File: src/rtl/rob_controller.sv
// Reorder-buffer occupancy controller: head/tail pointers with wrap bit, in-order
// alloc/commit, partial/full flush with recovery window. Optional: ROB_ALMOST_FULL_EN.
module rob_controller #(
    parameter int ROB_DEPTH      = 16,
    parameter int TAG_W          = $clog2(ROB_DEPTH),
    parameter int RECOVER_CYCLES = 2,
    parameter int AF_MARGIN      = 2
) (
    input  logic             clk_i,
    input  logic             reset_ni,
    input  logic             alloc_req_i,
    output logic             alloc_ok_o,
    output logic [TAG_W-1:0] alloc_tag_o,
    input  logic             commit_req_i,
    output logic             commit_ok_o,
    output logic [TAG_W-1:0] commit_tag_o,
    input  logic             flush_i,
    input  logic             flush_all_i,
    input  logic [TAG_W-1:0] flush_tag_i,
    output logic             rob_full_o,
    output logic             rob_empty_o,
    output logic [TAG_W:0]   rob_count_o,
    output logic             recovering_o
`ifdef ROB_ALMOST_FULL_EN
    ,
    output logic             rob_almost_full_o
`endif
);

    localparam logic [TAG_W:0] DEPTH_C = (TAG_W+1)'(ROB_DEPTH);
    localparam logic [TAG_W:0] PTR_ONE = (TAG_W+1)'(1);
    localparam logic [3:0]     RCNT_LD = 4'(RECOVER_CYCLES - 1);

    typedef enum logic {RUN, RECOVER} state_e;

    state_e         state_q;
    logic [3:0]     rcnt_q;
    logic           recovering_q;
    logic [TAG_W:0] head_q, head_d;
    logic [TAG_W:0] tail_q, tail_d;
    logic [TAG_W:0] count_d;
    logic [TAG_W-1:0] keep_off;

    // Status comes from registered pointers only; grants are combinational.
    assign rob_count_o  = tail_q - head_q;
    assign rob_full_o   = (rob_count_o == DEPTH_C);
    assign rob_empty_o  = (rob_count_o == '0);
    assign alloc_tag_o  = tail_q[TAG_W-1:0];
    assign commit_tag_o = head_q[TAG_W-1:0];
    assign recovering_o = recovering_q;

    assign alloc_ok_o  = alloc_req_i && !rob_full_o && (state_q == RUN) && !flush_i;
    assign commit_ok_o = commit_req_i && !rob_empty_o;

    // Distance from head to the last survivor; modulo arithmetic keeps the wrap bit right.
    assign keep_off = flush_tag_i - head_q[TAG_W-1:0];

    always_comb begin
        head_d = head_q + (TAG_W+1)'(commit_ok_o);
        tail_d = tail_q + (TAG_W+1)'(alloc_ok_o);
        if (flush_i) begin
            if (flush_all_i) tail_d = head_d;
            else             tail_d = head_q + (TAG_W+1)'(keep_off) + PTR_ONE;
        end
        count_d = tail_d - head_d;
    end

    always_ff @(posedge clk_i or negedge reset_ni) begin
        if (!reset_ni) begin
            head_q <= '0;
            tail_q <= '0;
        end else begin
            head_q <= head_d;
            tail_q <= tail_d;
        end
    end

    always_ff @(posedge clk_i or negedge reset_ni) begin
        if (!reset_ni) begin
            state_q      <= RUN;
            rcnt_q       <= '0;
            recovering_q <= 1'b0;
        end else begin
            case (state_q)
                RUN: begin
                    if (flush_i) begin
                        state_q      <= RECOVER;
                        rcnt_q       <= RCNT_LD;
                        recovering_q <= 1'b1;
                    end
                end
                RECOVER: begin
                    // A fresh flush restarts the window regardless of remaining count.
                    if (flush_i) begin
                        rcnt_q       <= RCNT_LD;
                        recovering_q <= 1'b1;
                    end else if (rcnt_q == '0) begin
                        state_q      <= RUN;
                        recovering_q <= 1'b0;
                    end else begin
                        rcnt_q <= rcnt_q - 4'd1;
                    end
                end
                default: begin
                    state_q      <= RUN;
                    rcnt_q       <= '0;
                    recovering_q <= 1'b0;
                end
            endcase
        end
    end

`ifdef ROB_ALMOST_FULL_EN
    localparam logic [TAG_W:0] AF_LVL = (TAG_W+1)'(ROB_DEPTH - AF_MARGIN);
    logic af_q;

    always_ff @(posedge clk_i or negedge reset_ni) begin
        if (!reset_ni) af_q <= 1'b0;
        else           af_q <= (count_d >= AF_LVL);
    end

    assign rob_almost_full_o = af_q;
`else
    logic unused_count_d;
    assign unused_count_d = ^count_d;
`endif

    // Occupancy beyond depth means a flush_tag outside the occupied range.
    assert property (@(posedge clk_i) disable iff (!reset_ni) rob_count_o <= DEPTH_C);
    assert property (@(posedge clk_i) disable iff (!reset_ni)
        ROB_DEPTH >= 4 && (ROB_DEPTH & (ROB_DEPTH - 1)) == 0 &&
        RECOVER_CYCLES >= 1 && RECOVER_CYCLES <= 15 &&
        AF_MARGIN >= 0 && AF_MARGIN < ROB_DEPTH);

endmodule
File: config.mk
export PLATFORM = sky130hd
export DESIGN_NAME = rob_controller
export DESIGN_NICKNAME = d
export VERILOG_FILES = /design/src/rtl/rob_controller.sv
export SDC_FILE = /design/constraint.sdc
export NUM_CORES = 1
export LEC_CHECK = 0
export BUFFER_PORTS_ARGS = -buffer_cell sky130_fd_sc_hd__buf_2
export CORE_UTILIZATION = 45
export DETAILED_ROUTE_END_ITERATION = 12
export MAX_ROUTING_LAYER = met4
export PLACE_DENSITY_LB_ADDON = 0.05
export SYNTH_ARGS = -nofsm -noshare
export SYNTH_HDL_FRONTEND = slang
export SYNTH_SLANG_ARGS = --single-unit
File: constraint.sdc
create_clock -name clk_i -period 8.8 [get_ports clk_i]
set_input_delay 1.32 -clock clk_i [delete_from_list [all_inputs] [get_ports clk_i]]
set_output_delay 1.32 -clock clk_i [all_outputs]
set_load 0.01 [all_outputs]
== Word level (Yosys, flattened, before mapping) ==
Index checks and enable logic that the tools add are counted.
Storage, ports and cells
  bits in registers: 16
  bits of input ports: 10
  output and inout port bits: 18
  logic and storage cells: 42
Operators by class
  $add $sub $neg: 7
  equality and inequality tests: 4
  muxes and demuxes: 14
  bitwise logic cells: 1
  reduce and logical (&&, ||, !) cells: 11
Operator list (count)
  two-way mux 4 bit: 3
  adder 5 x 1 -> 5 bit: 2
  two-way mux 5 bit: 2
  one-hot mux 4 bit (2 select lines): 1
  two-way mux 1 bit: 6
  adder 5 x 1 -> 5 bit (second input constant): 1
  adder 5 x 4 -> 5 bit: 1
  equality test 5 bit (second input constant): 1
  logical NOT 5 bit: 1
  subtractor 5 bit: 1
  logical AND 1 bit: 4
  logical NOT 4 bit: 1
  one-hot mux 1 bit (2 select lines): 2
  AND reduction 2 bit: 2
  subtractor 4 x 1 -> 4 bit (second input constant): 1
  subtractor 4 bit: 1
  logical NOT 1 bit: 3
  != test 3 x 2 -> 1 bit (second input constant): 1
  != test 3 bit (second input constant): 1
  != test 2 bit (second input constant): 1
  NOT 1 bit: 1

== Depth between registers and ports, before layout ==
Gate-level depths: netlist of run 1.
  depth in word-level cells: 8
  gate-level depth with buffers: 13
  depth with buffers taken out: 13

== Worst setup path after synthesis of run 1 ==
Ideal clock, no wire load.
  path kind: reg2out
  start point: register head_q[0]
  end point: output commit_ok_o
  arrival time: 1969 ps
  required time: 7480 ps
  slack: 5511 ps
  cell stages (with the launch flop): 7
  path buffers: 0
  path through: dfrtp_1 -> ha_1 -> fa_1 -> nand2b_1 -> a21oi_1 -> xnor2_1 -> o41a_1
On the way
  cells in the longest elaborated chain, start to end: 4
Ends and longest elaborated chain
  from (decl): RTL line 39  | logic [TAG_W:0] head_q, head_d;
  from (signal assigned): RTL line 70  | head_q <= '0;
  from (signal assigned): RTL line 73  | head_q <= head_d;
  subtractor 5 bit: RTL line 45  | assign rob_count_o = tail_q - head_q;
  net rob_count_o[4]: RTL line 22  | output logic [TAG_W:0] rob_count_o,
  logical NOT 5 bit: RTL line 47  | assign rob_empty_o = (rob_count_o == '0);
  logical NOT 1 bit: RTL line 53  | assign commit_ok_o = commit_req_i && !rob_empty_o;
  logical AND 1 bit: RTL line 53
  to (decl): RTL line 15  | output logic commit_ok_o,
The timed path passes the listed nets, and every way through them passes these cells.

== Worst setup path in the final report of run 1 ==
  start point: register head_q[2]
  end point: output commit_ok_o
On the way
  cells in the longest elaborated chain, start to end: 4
Ends and longest elaborated chain (RTL line)
  subtractor 5 bit: 45
  logical NOT 5 bit: 47
  logical NOT 1 bit: 53
  logical AND 1 bit: 53
Every way passes these cells.

==> results of run 1 <==
==> layer usage <==
layer | share of wire, % | GRT usage (%) | vias up
met5 | 0 | - | -
met4 | 1.6 | 7.666 | 0
met3 | 1.9 | 1.628 | 4
met2 | 52 | 33.22 | 16
met1 | 45 | 22.80 | 472
li1 | - | - | 514
==> flip-flops by register name, summed over array words and instances, names as in the netlist <==
signal	flops
head_q	5
rcnt_q	4
recovering_o	1
state_q	1
tail_q	5
==> area by class of cell <==
| class | count | area [sq um] |
|---|---|---|
| multi-input combinational | 101 | 774.5 |
| inverter | 17 | 63.81 |
| fill | 275 | 1323 |
| sequential | 16 | 400.4 |
| timing repair buffer | 27 | 135.1 |
| tap | 31 | 38.79 |
| clock buffer | 3 | 22.52 |
==> cells in the mapped netlist <==
library cell / instances
ha_1: 17
dfrtp_1: 16
inv_1: 16
nor2_1: 11
a21oi_1: 10
xnor2_1: 10
buf_4: 8
nand2_1: 8
xor2_1: 7
nand3_1: 5
o21ai_0: 5
nand2b_1: 4
clkbuf_1: 3
fa_1: 3
nor2b_1: 3
nor3_1: 3
a31oi_1: 2
o22ai_1: 2
a211oi_1: 1
a21o_1: 1
a221oi_2: 1
and3_1: 1
and3_2: 1
inv_2: 1
nor2b_4: 1
nor3b_1: 1
nor4_1: 1
o41a_1: 1
or2_2: 1
or3b_2: 1
==> layout by cell type (no fill, tap or decap), types with 2 or more instances in the layout <==
cell type and count:
buf_2 27, ha_1 17, inv_1 16, dfrtp_1 16, nor2_1 11, xnor2_1 10
a21oi_1 10, nand2_1 8, xor2_1 7, nand3_1 5, o21ai_0 5, nand2b_1 4
nor2b_1 3, nor3_1 3, fa_1 3, clkbuf_4 3, a31oi_1 2, o22ai_1 2
==> worst max-delay path: stages (launching register included) <==
cell,delay (ps)
dfrtp_1,450
inv_1,90
ha_1,350
nor2b_4,160
a221oi_2,260
xor2_1,270
inv_2,70
o41a_1,420
buf_2,150
==> kinds of logic (layout without fill, tap and decap cells) <==
family	count (synthesis)	in the layout	share of synthesized area, %
fa+ha+maj	20	20	20.82
buf+inv	28	47	10.32
compound gates	23	23	10.79
xor+xnor	17	17	11.37
simple gates	41	41	16.14
flops	16	16	30.56
==> metrics by stage <==
step | worst slack, ps | hold WS (ps)
2_1_floorplan | 5511 | 517.4
3_3_place_gp | 5364 | 490.7
3_5_place_dp | 5302 | 502.4
4_1_cts | 4970 | 524.1
5_1_grt | 4813 | 570.5
6_report | 4973 | 512.8
==> worst min-delay path by stage <==
stage | from | endpoint | slack (ps) | cells after the start
floorplan | rcnt_q[1] | rcnt_q[1] | 520 | 2
global placement | recovering_o | recovering_o | 490 | 2
detailed placement | recovering_o | recovering_o | 500 | 2
CTS | recovering_o | recovering_o | 520 | 2
global route | recovering_o | recovering_o | 570 | 2
finish | recovering_o | recovering_o | 510 | 2
==> metrics.txt, run 1 <==
run status=completed; Inst Count DP=approximately 190; layout net count=196; Area after DPL=~1400 sq um; post-DR wirelength/cell=between 10 and 15 microns; Setup-failing EPs final=0; global-route wire length before repair=between 4000 and 5000 microns; CP Capture Type=output pin; Synth Instances=145; final WL=between 2000 and 2500 microns; CTS H-Tree Depth=1; row count=19; largest net degree at the start of global routing=20; r2r endpoint=tail_q[2]; WP data required=roughly 7500 ps; DRC viols=0; final hold violation count=0; Min-Delay Path Class=flip-flop to flip-flop; Netlist Area Pre-Place=approximately 1300 sq um; antenna cell count=0; Post-Route Skew=7.627 ps; IO Count=28; Finished Core Util=52.04%; total negative setup slack=0 ps; CTS Sinks=16; syn nets=175; die width=55.96 microns; post-synthesis cell type count=30; DP HPWL=2013 microns; crit path DAT=roughly 2500 ps; Finished Layout Cells=195; number of port buffers=27; total CTS buffers=3; initial antenna violation count=0; post-route cell area=roughly 1400 sq um; GRT Total Usage=roughly a fifth; R2R Setup Slk=about 5700 ps; post-route ant nets=0; Die Ht=between 50 and 60 microns; Syn Area/Cell=~9 sq um; share of the synthesized area in the top cell type=a little under a third; Critical Path End=commit_ok_o; fin crit share=43.48%; area delta synth->final=9.551%; Post-CTS Setup Bufs=0; ratio of cells with drive above 1 in the final layout=a little over a fifth; Clock Pin Slew Worst Setup and Hold Paths=90 ps; register area share after synthesis=a little under a third; DRT Pass-1 Iters=4; Critical Path Start Type=flip-flop; Synth area leaders=dfrtp_1 31%, ha_1 16%, xnor2_1 6.7%, xor2_1 4.7%, fa_1 4.6%; Via-to-Cell Ratio=between 5 and 6; number of global-route vias before repair=1053; Setup crit start=head_q[2]; Fmax=261.3 MHz; cts hold-fix bufs=0; starting density of the core=47.50%; Clock Path Buffers=2; Max transition margin=around 73%; Final GP Congestion=0.7807; CTS tree=yes; Overflow after GRT=0; Tmin final=between 3000 and 4000 ps; core region area=roughly 2800 sq um; Worst-Skew Late Latency=a little under 300 ps; reg-to-reg startpoint=head_q[2]; Yosys warning count=0; Vias=approximately 1000; Max Cap Viol=0; clock root buffer master=clkbuf_4; RSZ-0062 raised after global routing=false; post_cts resized=0; worst-path fanout max=6; Seq cells post-synth=16; worst slew pin tran=395.6 ps; cell taking the most area after synthesis=dfrtp_1; worst reg-to-reg path cell count=12; Setup Crit Path Kind=flip-flop to output pin; initial DRC count=18; DIE AREA=approximately 3100 sq um; fin. max-slew vios=0
Power of run 1 is not shown: default switching activity piles up to over one toggle a cycle in this logic, so the estimate is an artifact.
==> run 2: changes to the inputs <==
--- a/config.mk
+++ b/config.mk
@@ -5,6 +5,7 @@
 export SDC_FILE = /design/constraint.sdc
 export NUM_CORES = 1
 export LEC_CHECK = 0
+export ABC_AREA = 1
 export BUFFER_PORTS_ARGS = -buffer_cell sky130_fd_sc_hd__buf_2
 export CORE_UTILIZATION = 45
 export DETAILED_ROUTE_END_ITERATION = 12
==> constraint.sdc (replaced) <==
create_clock -name clk_i -period 3.4 [get_ports clk_i]
set_input_delay 0.51 -clock clk_i [delete_from_list [all_inputs] [get_ports clk_i]]
set_output_delay 0.51 -clock clk_i [all_outputs]
set_load 0.01 [all_outputs]
==> run 2 against run 1 <==
Effect of this change:
- non-clock buffer count unchanged
- worst hold slack worse by 400 ps
- sequential cell count unchanged
- critical path depth up 5
- die area up 5.7%
- critical endpoint is now tail_q[2]
- sequential share of layout area down 1.6 points
- clock skew down 2.6 ps
- global-route usage up 1.6 points
- cell area up 6.2%
- count of clock-buffer cells in the layout unchanged
- the run now ends with design-rule violations left
- via count up 18%
- first-iteration DRC count rose to 2.7 times the previous value
==> metrics.txt, run 2 <==
DRC viols=4; IO Count=28; CTS Sinks=16; initial antenna violation count=0; core region area=2829 sq um; final WL=between 2000 and 3000 microns; Vias=~1200; Setup-failing EPs final=0; CP Capture Type=flip-flop; ratio of cells with drive above 1 in the final layout=21.61%; Fmax=374.1 MHz; starting density of the core=~49%; Synth area leaders=dfrtp_1 29%, ha_1 15%, nand2_1 8.7%, nand3_1 7.9%, inv_1 7.8%; post-synthesis mux area share=0%; largest net degree at the start of global routing=17; share of the synthesized area in the top cell type=28.85%; commonest cells in the synthesized netlist=32 x nand2_1, 29 x inv_1, 22 x nand3_1; Final GP Congestion=approximately 0.86; Min-Delay Path Class=primary input to asynchronous set/reset pin; total negative setup slack=0 ps; Synth Area in Compound Gates=under 10%; top flop regs=head_q (5), tail_q (5), rcnt_q (4); clock root buffer master=clkbuf_4; die width=~58 microns; R2R Setup Slk=730 ps; Synth Area in Adders=between 15 and 20%; Place WS=a little over 700 ps; Netlist Area Pre-Place=about 1400 sq um; Post-Synth XOR/XNOR Area=between 5 and 6%; Max Cap Viol=0; total CTS buffers=3; DIE AREA=3310 sq um; Yosys warning count=0; Finished Core Util=a little over half; Post-CTS Setup Bufs=0; Max transition margin=around 76%; CTS H-Tree Depth=1; Post-Synth Simple-Gate Area=approximately a quarter; main flop type after synthesis=dfrtp_1; Clock Pin Slew Worst Setup and Hold Paths=about 90 ps; cts hold-fix bufs=0; fin crit share=approximately four fifths; Critical Path Start Type=flip-flop; crit path DAT=~2800 ps; WP data required=approximately 3600 ps; cell taking the most area after synthesis=dfrtp_1; Seq cells post-synth=16; worst slew pin tran=~370 ps; most frequent cell after synthesis=nand2_1; global-route wire length before repair=approximately 5100 microns; post-DR wirelength/cell=about 13 microns; post-route setup slack=roughly 730 ps; register area share after synthesis=between 20 and 30%; Synth Instances=177; number of global-route vias before repair=1144; number of synthesized flops with an enable pin=0; number of port buffers=27; Syn Area/Cell=between 7 and 8 sq um; most common cell after layout, fill and taps aside=nand2_1; layout net count=231; syn nets=a little over 200; DP HPWL=approximately 2400 microns; initial DRC count=between 40 and 50; Setup Crit Path Kind=flip-flop to flip-flop; Tmin final=between 2000 and 3000 ps; row count=19; worst-path fanout max=5; area delta synth->final=9.829%; ys async rst share=100.0%; antenna cell count=0; run status=finished with violations; Overflow after GRT=0; Clock Path Buffers=2; Via-to-Cell Ratio=around 5.1; final hold violation count=0; post-synthesis cell type count=25; most frequent cells in the layout=32 x nand2_1, 29 x inv_1, 27 x buf_2, 22 x nand3_1, 17 x ha_1; fin. max-slew vios=0; largest family of logic cells by synthesized area=simple AND/OR/NAND/NOR gates; GRT Total Usage=around a fifth; Die Ht=between 50 and 60 microns; DRT Pass-1 Iters=8; RSZ-0062 raised after global routing=false; post_cts resized=0; Post-Route Skew=roughly 5 ps; post-route ant nets=0; failing checks=design-rule violations; CTS tree=yes; Worst-Skew Late Latency=290 ps
## run 2: per-layer routing
metal | part of all wire [%] | vias to the layer above | routed length (microns) | global-route usage, %
met4 | 1.6 | 0 | 47 | 7.317
met1 | 48 | 544 | 1393 | 26.37
met5 | 0 | - | 0 | -
met2 | 47 | 28 | 1370 | 34.05
li1 | - | 607 | - | -
met3 | 3.9 | 5 | 115 | 2.041
## run 2: logic make-up after synthesis
family                   count (synthesis)
AO/OA/AOI/OAI                           21
AND/OR/NAND/NOR                         71
buffers and inverters                   40
flip-flops                              16
adder cells (fa/ha/maj)                 20
XOR/XNOR                                 9
## run 2: worst max-delay path: stages, from the launching register on
cell,delay [ps]
dfrtp_1,430
ha_1,220
fa_1,510
nand2_1,100
nor2_4,110
nand3_2,100
nor2_2,120
nor2_2,50
ha_1,210
ha_1,240
xnor2_1,210
nand2_1,70
o211ai_1,70
o21ai_0,100
## run 2: per-stage QoR
step                area (sq um)  std cells  hold slack, ps
detailed placement          1501        227           449.3
floorplan                   1388        177           214.4
finish                      1524        230           116.9
CTS                         1524        230           134.9
global route                1524        230           140.4
global placement            1501        227           444.6
## run 2: final timing paths
check / from / end / depth (start not counted)
worst min register to register: recovering_o / recovering_o / 2
max in group asynchronous: reset_ni / recovering_o / 1
worst min-delay path: reset_ni / rcnt_q[0] / 1
min in group clk_i: recovering_o / recovering_o / 2
worst max register to register: head_q[0] / tail_q[2] / 13
worst max-delay path: head_q[0] / tail_q[2] / 13
## run 2: area by class of cell
class / instances / area [sq um]
Clock buffer: 3 / 22.52
Fill cell: 279 / 1305
Inverter: 32 / 120.1
Multi-Input combinational cell: 121 / 807.0
Sequential cell: 16 / 400.4
Tap cell: 31 / 38.79
Timing Repair Buffer: 27 / 135.1
Power of run 2 is left out for the same reason.
==> run 3: changes to the inputs <==
--- a/config.mk
+++ b/config.mk
@@ -5,7 +5,7 @@
 export SDC_FILE = /design/constraint.sdc
 export NUM_CORES = 1
 export LEC_CHECK = 0
-export ABC_AREA = 1
+export ABC_AREA = 0
 export BUFFER_PORTS_ARGS = -buffer_cell sky130_fd_sc_hd__buf_2
 export CORE_UTILIZATION = 45
 export DETAILED_ROUTE_END_ITERATION = 12
==> constraint.sdc (replaced) <==
create_clock -name clk_i -period 2.4 [get_ports clk_i]
set_input_delay 0.36 -clock clk_i [delete_from_list [all_inputs] [get_ports clk_i]]
set_output_delay 0.36 -clock clk_i [all_outputs]
set_load 0.01 [all_outputs]
==> run 3 against run 2 <==
Effect of this change:
- the run ends with negative setup slack left
- critical path type unchanged
- die area is 5.4% lower
- non-clock buffer count is 33 higher
- sequential cell count stayed put
- register-to-register slack worse by 1000 ps
- worst setup slack worse by 1000 ps
==> metrics.txt, run 3 (synthesized netlist as in run 1, its figures left out) <==
row count=19; ratio of cells with drive above 1 in the final layout=47.47%; DIE AREA=3131 sq um; Worst-Skew Late Latency=approximately 300 ps; number of global-route vias before repair=approximately 1200; worst-path fanout max=3; Die Ht=about 56 microns; CP Capture Type=flip-flop; Clock Path Buffers=2; Max transition margin=about 73%; Min-Delay Path Class=primary input to flip-flop; CTS H-Tree Depth=1; DRT Pass-1 Iters=2; post-route setup slack=-301.1 ps; IO Count=28; Setup Crit Path Kind=flip-flop to flip-flop; run status=finished with violations; antenna cell count=0; top flop regs=head_q (5), tail_q (5), rcnt_q (4); area delta synth->final=48.52%; initial DRC count=34; Overflow after GRT=0; post-DR wirelength/cell=between 10 and 15 microns; Tmin final=around 2700 ps; crit path DAT=between 2000 and 3000 ps; Clock Pin Slew Worst Setup and Hold Paths=110 ps; Final GP Congestion=between 0.8 and 0.9; RSZ-0062 raised after global routing=true; post-route cell area=1946 sq um; Via-to-Cell Ratio=slightly above 5; clock root buffer master=clkbuf_4; Max stage delay on crit path=between 400 and 500 ps; Post-Route Skew=about 7.0 ps; Critical Path Start Type=flip-flop; fin. max-slew vios=0; cell repeated most along the worst path=ha_4; global-route wire length before repair=between 5000 and 6000 microns; CTS Sinks=16; WP data required=2600 ps; layout net count=about 230; DRC viols=0; Area after DPL=1664 sq um; M2 GR Usage=37.52%; post-route ant nets=0; failing checks=negative setup slack; final hold violation count=0; final WL=about 3200 microns; Multi-input gate area=roughly 970 sq um; total CTS buffers=3; Fmax=roughly 370 MHz; worst slew pin tran=406.8 ps; busiest grt layer=met2; Vias=1173; fillers=219; most common cell after layout, fill and taps aside=buf_4; Setup-failing EPs final=12; number of port buffers=27; critical-path cell list=buf_12 > fa_2 > nand2b_4 > a21oi_4 > xnor2_4 > o41a_1 > ha_4 > ha_4 > xor2_1 > o21ai_1 > a21oi_1; die width=roughly 56 microns; GRT Total Usage=22.31%; Max Cap Viol=0; grt met3 use=2.093%; largest net degree at the start of global routing=19; DP HPWL=approximately 2300 microns; most frequent cells in the layout=27 x buf_4, 24 x buf_2, 14 x inv_1, 14 x dfrtp_1, 12 x ha_1; core region area=between 2000 and 3000 sq um; Global Route met1 Usage=between 20 and 30%; CTS tree=yes; starting density of the core=between 40% and 50%; initial antenna violation count=0; sequential cell area=between 400 and 500 sq um; fin crit share=112.5%; Critical Path Slowest Stage Cell=dfrtp_2
## run 3: repair_timing
item | 4_1_cts | 5_1_grt
buffers inserted | 4 | 6
endpoints found under the setup margin | 11 | 15
resized for setup | 16 | 9
endpoints found under the hold margin | 16 | 0
hold buffers | 1 | 0
pin swaps | 15 | 13
## run 3: path summary, 6_finish.rpt
| path | startpoint | cells after the start | slack (ps) | end |
|---|---|---|---|---|
| min in group asynchronous | reset_ni | 2 | 480 | tail_q[2] |
| worst max-delay path | head_q[1] | 11 | -300 | tail_q[2] |
| worst min-delay path | flush_all_i | 3 | 440 | tail_q[0] |
| worst max register to register | head_q[1] | 11 | -300 | tail_q[2] |
| worst min register to register | recovering_o | 2 | 520 | recovering_o |
| max in group asynchronous | reset_ni | 2 | 1640 | head_q[0] |
## run 3: metal layers
| metal | vias to the layer above | share of wire (%) |
|---|---|---|
| met3 | 15 | 2.2 |
| li1 | 578 | - |
| met5 | - | 0 |
| met4 | 0 | 4.0 |
| met1 | 556 | 43 |
| met2 | 24 | 50 |
## run 3: area by class of cell
type / instances / area share [%]
Clock buffer: 4 / 1.865
Tap cell: 31 / 1.994
Inverter: 17 / 3.280
Sequential cell: 16 / 20.71
Multi-Input combinational cell: 101 / 49.97
Timing Repair Buffer: 60 / 22.19
## run 3: metrics by stage
step                worst slack (ps)  hold WS, ps  util [%]  TNS (ps)  cells
global route                  -458.3        464.9     70.55     -3819    229
global placement              -274.9        292.3     60.34    -936.6    215
CTS                           -212.9        456.5     67.11     -1170    224
floorplan                     -333.9        64.41         -     -1311    145
detailed placement            -292.3        292.1     60.34     -1099    215
finish                        -301.1        440.0     70.55     -2530    229
## run 3: critical path, delay by kind of cell (launching register included)
family,cells,cell delay (ps)
AO/OA/AOI/OAI,4,850
XOR/XNOR,2,260
adder cells (fa/ha/maj),3,720
buffers and inverters,1,140
flip-flops,1,460
AND/OR/NAND/NOR,1,160
Power of run 3 is left out for the same reason.
